**src/rtl/fx_div_seq.sv**
```systemverilog
// rtl/fx_div_seq.sv - sequential signed scaled-word divider, one non-restoring quotient bit per cycle
module fx_div_seq #(
    parameter int N         = 20,
    parameter int S         = 3,
    parameter int OUT_SCALE = 3,
    parameter int ROUND     = 0
) (
    input  logic         clk,
    input  logic         reset,
    input  logic         start,
    input  logic [N-1:0] dividend,
    input  logic [N-1:0] divisor,
    output logic [N-1:0] q,
    output logic         busy,
    output logic         done,
    output logic         overflow,
    output logic         div_zero
);

    localparam int M    = N - S;
    localparam int SMAX = (1 << S) - 1;
    localparam int WD   = M + OUT_SCALE + SMAX;
    localparam int WR   = WD + 2;
    localparam int CW   = ($clog2(WD + 1) > 5) ? $clog2(WD + 1) : 5;

    localparam logic [WD:0]   L_POS = (WD + 1)'((1 << (M - 1)) - 1);
    localparam logic [WD:0]   L_NEG = (WD + 1)'(1 << (M - 1));
    localparam logic [M-1:0]  Q_MAX = {1'b0, {(M - 1){1'b1}}};
    localparam logic [M-1:0]  Q_MIN = {1'b1, {(M - 1){1'b0}}};
    localparam logic [CW-1:0] LAST  = CW'(WD - 1);

    // Operand alignment happens on the accept edge, so there is no separate load state.
    typedef enum logic [1:0] {S_IDLE, S_ITER, S_FIN} state_t;

    state_t r_state, w_state_nx;

    logic [WR-1:0] r_rem;
    logic [WD-1:0] r_quo;
    logic [WD-1:0] r_div;
    logic [CW-1:0] r_cnt;
    logic          r_neg;
    logic          r_a_neg;
    logic          r_b_zero;

    logic [M-1:0]  w_a_m, w_b_m, w_a_mag, w_b_mag;
    logic [S-1:0]  w_a_s, w_b_s;
    logic [S:0]    w_d_sh;
    logic [WD-1:0] w_d_load, w_v_load;
    logic [WR-1:0] w_div_x, w_rem_sh, w_rem_step, w_rem_fix;
    logic          w_round_up;
    logic [WD:0]   w_mag;
    logic [M-1:0]  w_q_m;
    logic          w_ovf;

    assign w_a_m   = dividend[N-1:S];
    assign w_a_s   = dividend[S-1:0];
    assign w_b_m   = divisor[N-1:S];
    assign w_b_s   = divisor[S-1:0];
    // Unsigned M-bit magnitude keeps 2^(M-1) exact for the most negative mantissa.
    assign w_a_mag = w_a_m[M-1] ? (-w_a_m) : w_a_m;
    assign w_b_mag = w_b_m[M-1] ? (-w_b_m) : w_b_m;
    assign w_d_sh  = {1'b0, w_b_s} + (S + 1)'(OUT_SCALE);
    assign w_d_load = {{(WD - M){1'b0}}, w_a_mag} << w_d_sh;
    assign w_v_load = {{(WD - M){1'b0}}, w_b_mag} << w_a_s;

    assign w_div_x    = {2'b00, r_div};
    assign w_rem_sh   = {r_rem[WR-2:0], r_quo[WD-1]};
    assign w_rem_step = r_rem[WR-1] ? (w_rem_sh + w_div_x) : (w_rem_sh - w_div_x);
    assign w_rem_fix  = r_rem[WR-1] ? (r_rem + w_div_x) : r_rem;
    assign w_round_up = (ROUND != 0) && ({w_rem_fix, 1'b0} >= {3'b000, r_div});
    assign w_mag      = {1'b0, r_quo} + {{WD{1'b0}}, w_round_up};

    always_comb begin
        w_q_m = w_mag[M-1:0];
        w_ovf = 1'b0;
        if (r_b_zero) begin
            w_q_m = r_a_neg ? Q_MIN : Q_MAX;
        end else if (!r_neg) begin
            if (w_mag > L_POS) begin
                w_q_m = Q_MAX;
                w_ovf = 1'b1;
            end
        end else if (w_mag > L_NEG) begin
            w_q_m = Q_MIN;
            w_ovf = 1'b1;
        end else begin
            w_q_m = -w_mag[M-1:0];
        end
    end

    always_ff @(posedge clk) begin
        if (reset) r_state <= S_IDLE;
        else       r_state <= w_state_nx;
    end

    always_comb begin
        w_state_nx = r_state;
        case (r_state)
            S_IDLE:  if (start) w_state_nx = S_ITER;
            S_ITER:  if (r_cnt == LAST) w_state_nx = S_FIN;
            S_FIN:   w_state_nx = S_IDLE;
            default: w_state_nx = S_IDLE;
        endcase
    end

    always_ff @(posedge clk) begin
        if (reset) begin
            q        <= '0;
            busy     <= 1'b0;
            done     <= 1'b0;
            overflow <= 1'b0;
            div_zero <= 1'b0;
            r_rem    <= '0;
            r_quo    <= '0;
            r_div    <= '0;
            r_cnt    <= '0;
            r_neg    <= 1'b0;
            r_a_neg  <= 1'b0;
            r_b_zero <= 1'b0;
        end else begin
            done <= 1'b0;
            case (r_state)
                S_IDLE: begin
                    if (start) begin
                        busy     <= 1'b1;
                        overflow <= 1'b0;
                        div_zero <= 1'b0;
                        r_rem    <= '0;
                        r_quo    <= w_d_load;
                        r_div    <= w_v_load;
                        r_cnt    <= '0;
                        r_neg    <= w_a_m[M-1] ^ w_b_m[M-1];
                        r_a_neg  <= w_a_m[M-1];
                        r_b_zero <= (w_b_m == '0);
                    end
                end
                S_ITER: begin
                    r_rem <= w_rem_step;
                    r_quo <= {r_quo[WD-2:0], ~w_rem_step[WR-1]};
                    r_cnt <= r_cnt + CW'(1);
                end
                S_FIN: begin
                    q        <= {w_q_m, S'(OUT_SCALE)};
                    overflow <= w_ovf;
                    div_zero <= r_b_zero;
                    done     <= 1'b1;
                    busy     <= 1'b0;
                end
                default: ;
            endcase
        end
    end

endmodule
```
**config.mk**
```make
export PLATFORM = sky130hd
export DESIGN_NAME = fx_div_seq
export DESIGN_NICKNAME = d
export VERILOG_FILES = /design/src/rtl/fx_div_seq.sv
export SDC_FILE = /design/constraint.sdc
export NUM_CORES = 1
export LEC_CHECK = 0
export CAP_MARGIN = 0
export CELL_PAD_IN_SITES_DETAIL_PLACEMENT = 0
export CELL_PAD_IN_SITES_GLOBAL_PLACEMENT = 1
export CORE_ASPECT_RATIO = 0.5
export CORE_MARGIN = 2
export CORE_UTILIZATION = 45
export CTS_BUF_LIST = sky130_fd_sc_hd__clkbuf_2
export DETAILED_ROUTE_END_ITERATION = 8
export DONT_BUFFER_PORTS = 1
export GPL_ROUTABILITY_DRIVEN = 0
export GPL_TIMING_DRIVEN = 0
export HOLD_SLACK_MARGIN = 0.1
export PLACE_DENSITY_LB_ADDON = 0.1
export RECOVER_POWER = 50
export SYNTH_ARGS = -nofsm -noshare
export SYNTH_HDL_FRONTEND = slang
export SYNTH_SLANG_ARGS = --single-unit
```
**constraint.sdc**
```tcl
create_clock -name clk -period 7.4 [get_ports clk]
set_clock_uncertainty 0.05 [all_clocks]
set_input_delay 1.48 -clock clk [delete_from_list [all_inputs] [get_ports clk]]
set_output_delay 1.48 -clock clk [all_outputs]
set_load 0.02 [all_outputs]
```
# Word-level counts from Yosys, hierarchy flattened
# Index checks and enable logic that the tools add are counted.
dict set report totals {
  output_inout_bits 24
  word_cells 66
  ff_bits 116
  in_bits 43
}
dict set report op_classes {
  shifts 2
  bitwise 2
  muxes 27
  addsub 7
  reduce_logical 8
  n_eq_ne 5
  n_lt_le_gt_ge 2
}
# operator count
set op_table {}
lappend op_table {{$mux 17} 7}
lappend op_table {{$mux 29} 2}
lappend op_table {{$pmux 29 s2} 1}
lappend op_table {{$pmux 27 s2} 1}
lappend op_table {{$neg 17->17} 3}
lappend op_table {{$add 29x27->29} 1}
lappend op_table {{$sub 29x27->29} 1}
lappend op_table {{$gt 27x16->1 const B} 1}
lappend op_table {{$gt 27x17->1 const B} 1}
lappend op_table {{$mux 27} 1}
lappend op_table {{$shl 17x3->27} 1}
lappend op_table {{$shl 17x4->27} 1}
lappend op_table {{$logic_not 17->1} 1}
lappend op_table {{$pmux 5 s2} 1}
lappend op_table {{$reduce_and 2->1} 4}
lappend op_table {{$mux 1} 7}
lappend op_table {{$pmux 1 s2} 3}
lappend op_table {{$add 5x1->5 const B} 1}
lappend op_table {{$eq 5x5->1 const B} 1}
lappend op_table {{$mux 5} 1}
lappend op_table {{$add 3x2->4 const B} 1}
lappend op_table {{$mux 2} 2}
lappend op_table {{$ne 2x2->1 const B} 2}
lappend op_table {{$pmux 2 s2} 1}
lappend op_table {{other kinds (6)} 7}

# Longest topological paths before layout
dict set report logic_depth {
  word_depth 5
  depth_mapped 18
  ltp_nobuf 17
}

# Worst setup path before layout
# No wires, ideal clock.
dict set report synth_timing {
  path_type {register to register}
  startpoint {register r_div[0]}
  endpoint {register r_rem[27]}
  setup_time_ns 0.117
  required_ns 7.233
  synth_period_minus_slack_ns 3.864
  t_arrival_ns 3.697
  path_buffers 0
  stages_incl_launch_ff 17
  slack_ns 3.536
  path_cell_list {dfxtp_1 inv_1 ha_1 or4b_1 nor3b_1 nand2_1 nor2_1 nor2_1 xor2_1 ha_1 a21oi_1 nand2_1 o21bai_1 a2111oi_1 nor3_1 or3_1 a32o_1}
}
dict set report synth_between {
  elab_chain_cells 3
  word_cells_on_any_way 4
  classes_between {2 x add/sub; 2 x mux}
}
# item line
set synth_lines {}
lappend synth_lines {{from (decl)} 39} ;# logic [WD-1:0] r_div;
lappend synth_lines {{from (signal assigned)} 130} ;# r_div <= w_v_load;
lappend synth_lines {{$sub 29x27->29 / $add 29x27->29 (equally long branches)} 68} ;# assign w_rem_step = r_rem[WR-1] ? (w_rem_sh + w_div_x) : (w_rem_sh - w_div_x);
lappend synth_lines {{$mux 29 (*)} 68}
lappend synth_lines {{$pmux 29 s2 (*)} 122} ;# case (r_state)
lappend synth_lines {{to (signal assigned)} 138} ;# r_rem <= w_rem_step;
lappend synth_lines {{to (decl)} 37} ;# logic [WR-1:0] r_rem;
# Mark *: on every way between the ends. The rest lies on a longest branch, timed or not.
# A chain may end at the register's enable or synchronous reset.

# Final worst setup path
dict set report layout_timing {
  startpoint {register r_div[0]}
  endpoint {register r_rem[26]}
}
# Same word-level chain as after synthesis.

==> results.toml <==
[sta]
finalHoldViolations = 0
min_period_ps = 4624
clock.fmax_mhz = 216.3
slew-limit-headroom_pct = 41.28
post-route-period-util_pct = 62.49
rsz0062_at_grt = "no"
hold_slack_ps = 433.1
worst_slack_ps = 2776
worstMarginPinSlew_ps = 877.6
setup_viol = 0
fin_tns_setup_ps = 0
drv_slew = 0

[grt]
grt_max_degree = 20
grt_pass1_wl_um = 46330
grt.overflow.total = 0
grt_usage_pct = 27.08
grt_pass1_vias = 8740
grt_antenna_before_repair = 1

[finish]
drive_gt1_share_pct = 4.177
finish.utilization_pct = 48.45
area_delta_synth_final_pct = 4.906
fin_nets = 1322
fillerInstances = 2071
stdcell_area_um2 = 9472
instances_no_fill = 1512

[critical_path]
start_kind = "flip-flop"
worst_r2r_path_depth = 17
rr_startpoint = "r_div[0]$_SDFFE_PP0P_"
crit_path_end_kind = "flip-flop"
regToRegEndpoint = "r_rem[26]$_SDFFE_PP0P_"
cp_data_required_time_ps = 7980
cp_data_arrival_time_ps = 5210
rrSetupSlack_ps = 2780
path_max_fanout = 6
crit_type = "flip-flop to flip-flop"

[yosys]
async_reset_ff_share_pct = 0
syn_avg_cell_area_um2 = 7.346
netlist_top_cells_area = "dfxtp_1, a21oi_1, nor2_1"
yosys.area_share.simple_pct = 23.12
synth-seq-area-share_pct = 24.83
synth_top_family_by_area = "compound AO/OA/AOI/OAI gates"
synth_nets = 1311
syn-cell-area_um2 = 9029
netlist_instances = 1229
yosys.area.top_type = "dfxtp_1"
synth_edf_count = 0
synth_xor_area_share_pct = 7.664
synth-seq-cells = 112
synth.distinct_cells = 79
synth_top_cell_area_share_pct = 24.83
yosys_most_used_dff = "dfxtp_1"
synth_fa_ha_area_share_pct = 5.488
ys_warn_count = 0
synth_mux_area_share_pct = 6.056
synth-compound-area-share_pct = 27.69

[floorplanning]
io_pins = 67
start_util_pct = 46.19
die_h_um = 104.2
num_rows = 36
coreArea_um2 = 19550
fp.dieArea_um2 = 21280
die_x_um = 204.3

[power]
ir_worst_vdd_mv = 0.1127
cellPowerDensity_nw_per_um2 = 266.5
total_power_mw = 2.524
p_leak_nw = 3.591

[detailed_routing]
drt-initial-drc-count = 679
first_pass_iters = 5
wl_per_cell_um = 18.95
via_per_inst = 6.129
final_antenna_net_count = 0
wl_um = 28660
drc = 0
vias = 9267

[clocking]
cts_setup_buffers = 0
post_cts_resized = 0
cts_max_level = 3
clkTransAtPathRegs_ps = 330
cts_hold_buf = 0
cts-root-buf = "clkbuf_2"
cts_sinks = 112
clk_path_buf_depth = 2
tritoncts = "built"
cts-buffers-inserted = 9
insertion_delay_ps = 760

[placed_design]
io_buffers = 0
place_inst = 1495
hpwl_um = 22150
dp_slack_ps = 2771
place_area_um2 = 9361

[outcome]
status = "completed"

[worst_hold_path]
min_to = "r_rem[12]$_SDFFE_PP0P_"
min_path_type = "flip-flop to flip-flop"
worstHoldPathCells = 2
hp-start = "r_rem[12]$_SDFFE_PP0P_"

[job]
maxCapViolCount = 0
==> worst max-delay path by stage <==
stage	from	slack [ps]	to
finish	r_div[0]$_SDFFE_PP0P_	2780	r_rem[26]$_SDFFE_PP0P_
global route	r_div[0]$_SDFFE_PP0P_	2400	r_rem[27]$_SDFFE_PP0P_
CTS	r_div[0]$_SDFFE_PP0P_	2750	r_rem[26]$_SDFFE_PP0P_
detailed placement	r_div[0]$_SDFFE_PP0P_	2770	r_rem[26]$_SDFFE_PP0P_
global placement	r_div[0]$_SDFFE_PP0P_	2830	r_rem[26]$_SDFFE_PP0P_
floorplan	r_div[0]$_SDFFE_PP0P_	3540	r_rem[27]$_SDFFE_PP0P_
==> layout make-up <==
type	count	area, µm²	share of cell area (%)
Buffer	82	321.6	3.395
Multi-Input combinational cell	998	6310	66.62
Clock buffer	9	45.04	0.4756
Sequential cell	112	2242	23.67
Clock inverter	7	78.83	0.8322
Inverter	37	138.9	1.466
Tap cell	266	332.8	3.514
Antenna cell	1	2.502	0.02642
==> registers in the layout (all words and copies together) (netlist names) <==
name      count
div_zero      1
r_a_neg       1
overflow      1
r_div        24
q            18
r_quo        27
r_state       2
done          1
r_cnt         5
r_b_zero      1
busy          1
r_rem        29
r_neg         1
==> cell usage in the layout, fill, tap and decap left out, types with 15 or more instances in the layout <==
cell type	netlist	final
or3_1	15	16
nand2_1	100	100
a31oi_1	16	16
nor3_1	52	52
clkbuf_1	67	71
xor2_1	40	40
nand3_1	40	40
mux2i_1	31	31
a211oi_1	21	21
ha_1	38	38
o22ai_1	19	19
a21oi_1	125	126
o21ai_0	83	84
nor4_1	19	19
nor2_1	147	147
dfxtp_1	112	112
inv_1	36	36
nand4_1	15	15
xnor2_1	39	39
==> critical path, stage by stage (launching register included) <==
cell	delay, ps
dfxtp_1	430
inv_1	80
ha_1	180
or4b_1	500
nor3b_1	490
nand2_1	180
nor2_1	120
nor2_1	60
xor2_1	230
ha_1	350
and3_1	200
and2_1	150
a221o_1	320
nor3_1	430
o311ai_0	320
o22ai_1	240
xor2_1	160
o21ai_0	80
==> cells by family after synthesis <==
family,count (synthesis)
and+or+nand+nor,443
AOI/OAI and AO/OA,390
buffers and inverters,119
DFF,112
xor gates and xnor gates,79
muxes,46
adders and majority gates,39
other,1
==> per-layer routing <==
layer | routed length [µm] | part of all wire, % | global-route usage (%) | vias up
li1 | - | - | - | 4539
met1 | 14000 | 49 | 38.06 | 4462
met2 | 12880 | 45 | 43.05 | 233
met3 | 1386 | 4.8 | 4.699 | 33
met4 | 393 | 1.4 | 6.315 | 0
met5 | 0 | 0 | 0 | -
==> synth_stat cells, types with 21 or more instances <==
| cell type | instances |
|---|---|
| clkbuf_1 | 67 |
| nand3_1 | 40 |
| o21ai_0 | 83 |
| nor3_1 | 52 |
| a211oi_1 | 21 |
| dfxtp_1 | 112 |
| nand2_1 | 100 |
| ha_1 | 38 |
| a21oi_1 | 125 |
| mux2i_1 | 31 |
| nor2_1 | 147 |
| inv_1 | 36 |
| xnor2_1 | 39 |
| xor2_1 | 40 |
==> report_power, final <==
part	total (mW)	leakage (nW)	internal [mW]	switching [mW]
sequential	0.726	0.914	0.672	0.0548
combinational	1.48	2.60	0.578	0.901
clock	0.319	0.0769	0.0828	0.236
Note: power is estimated with default switching activity, not from simulation.
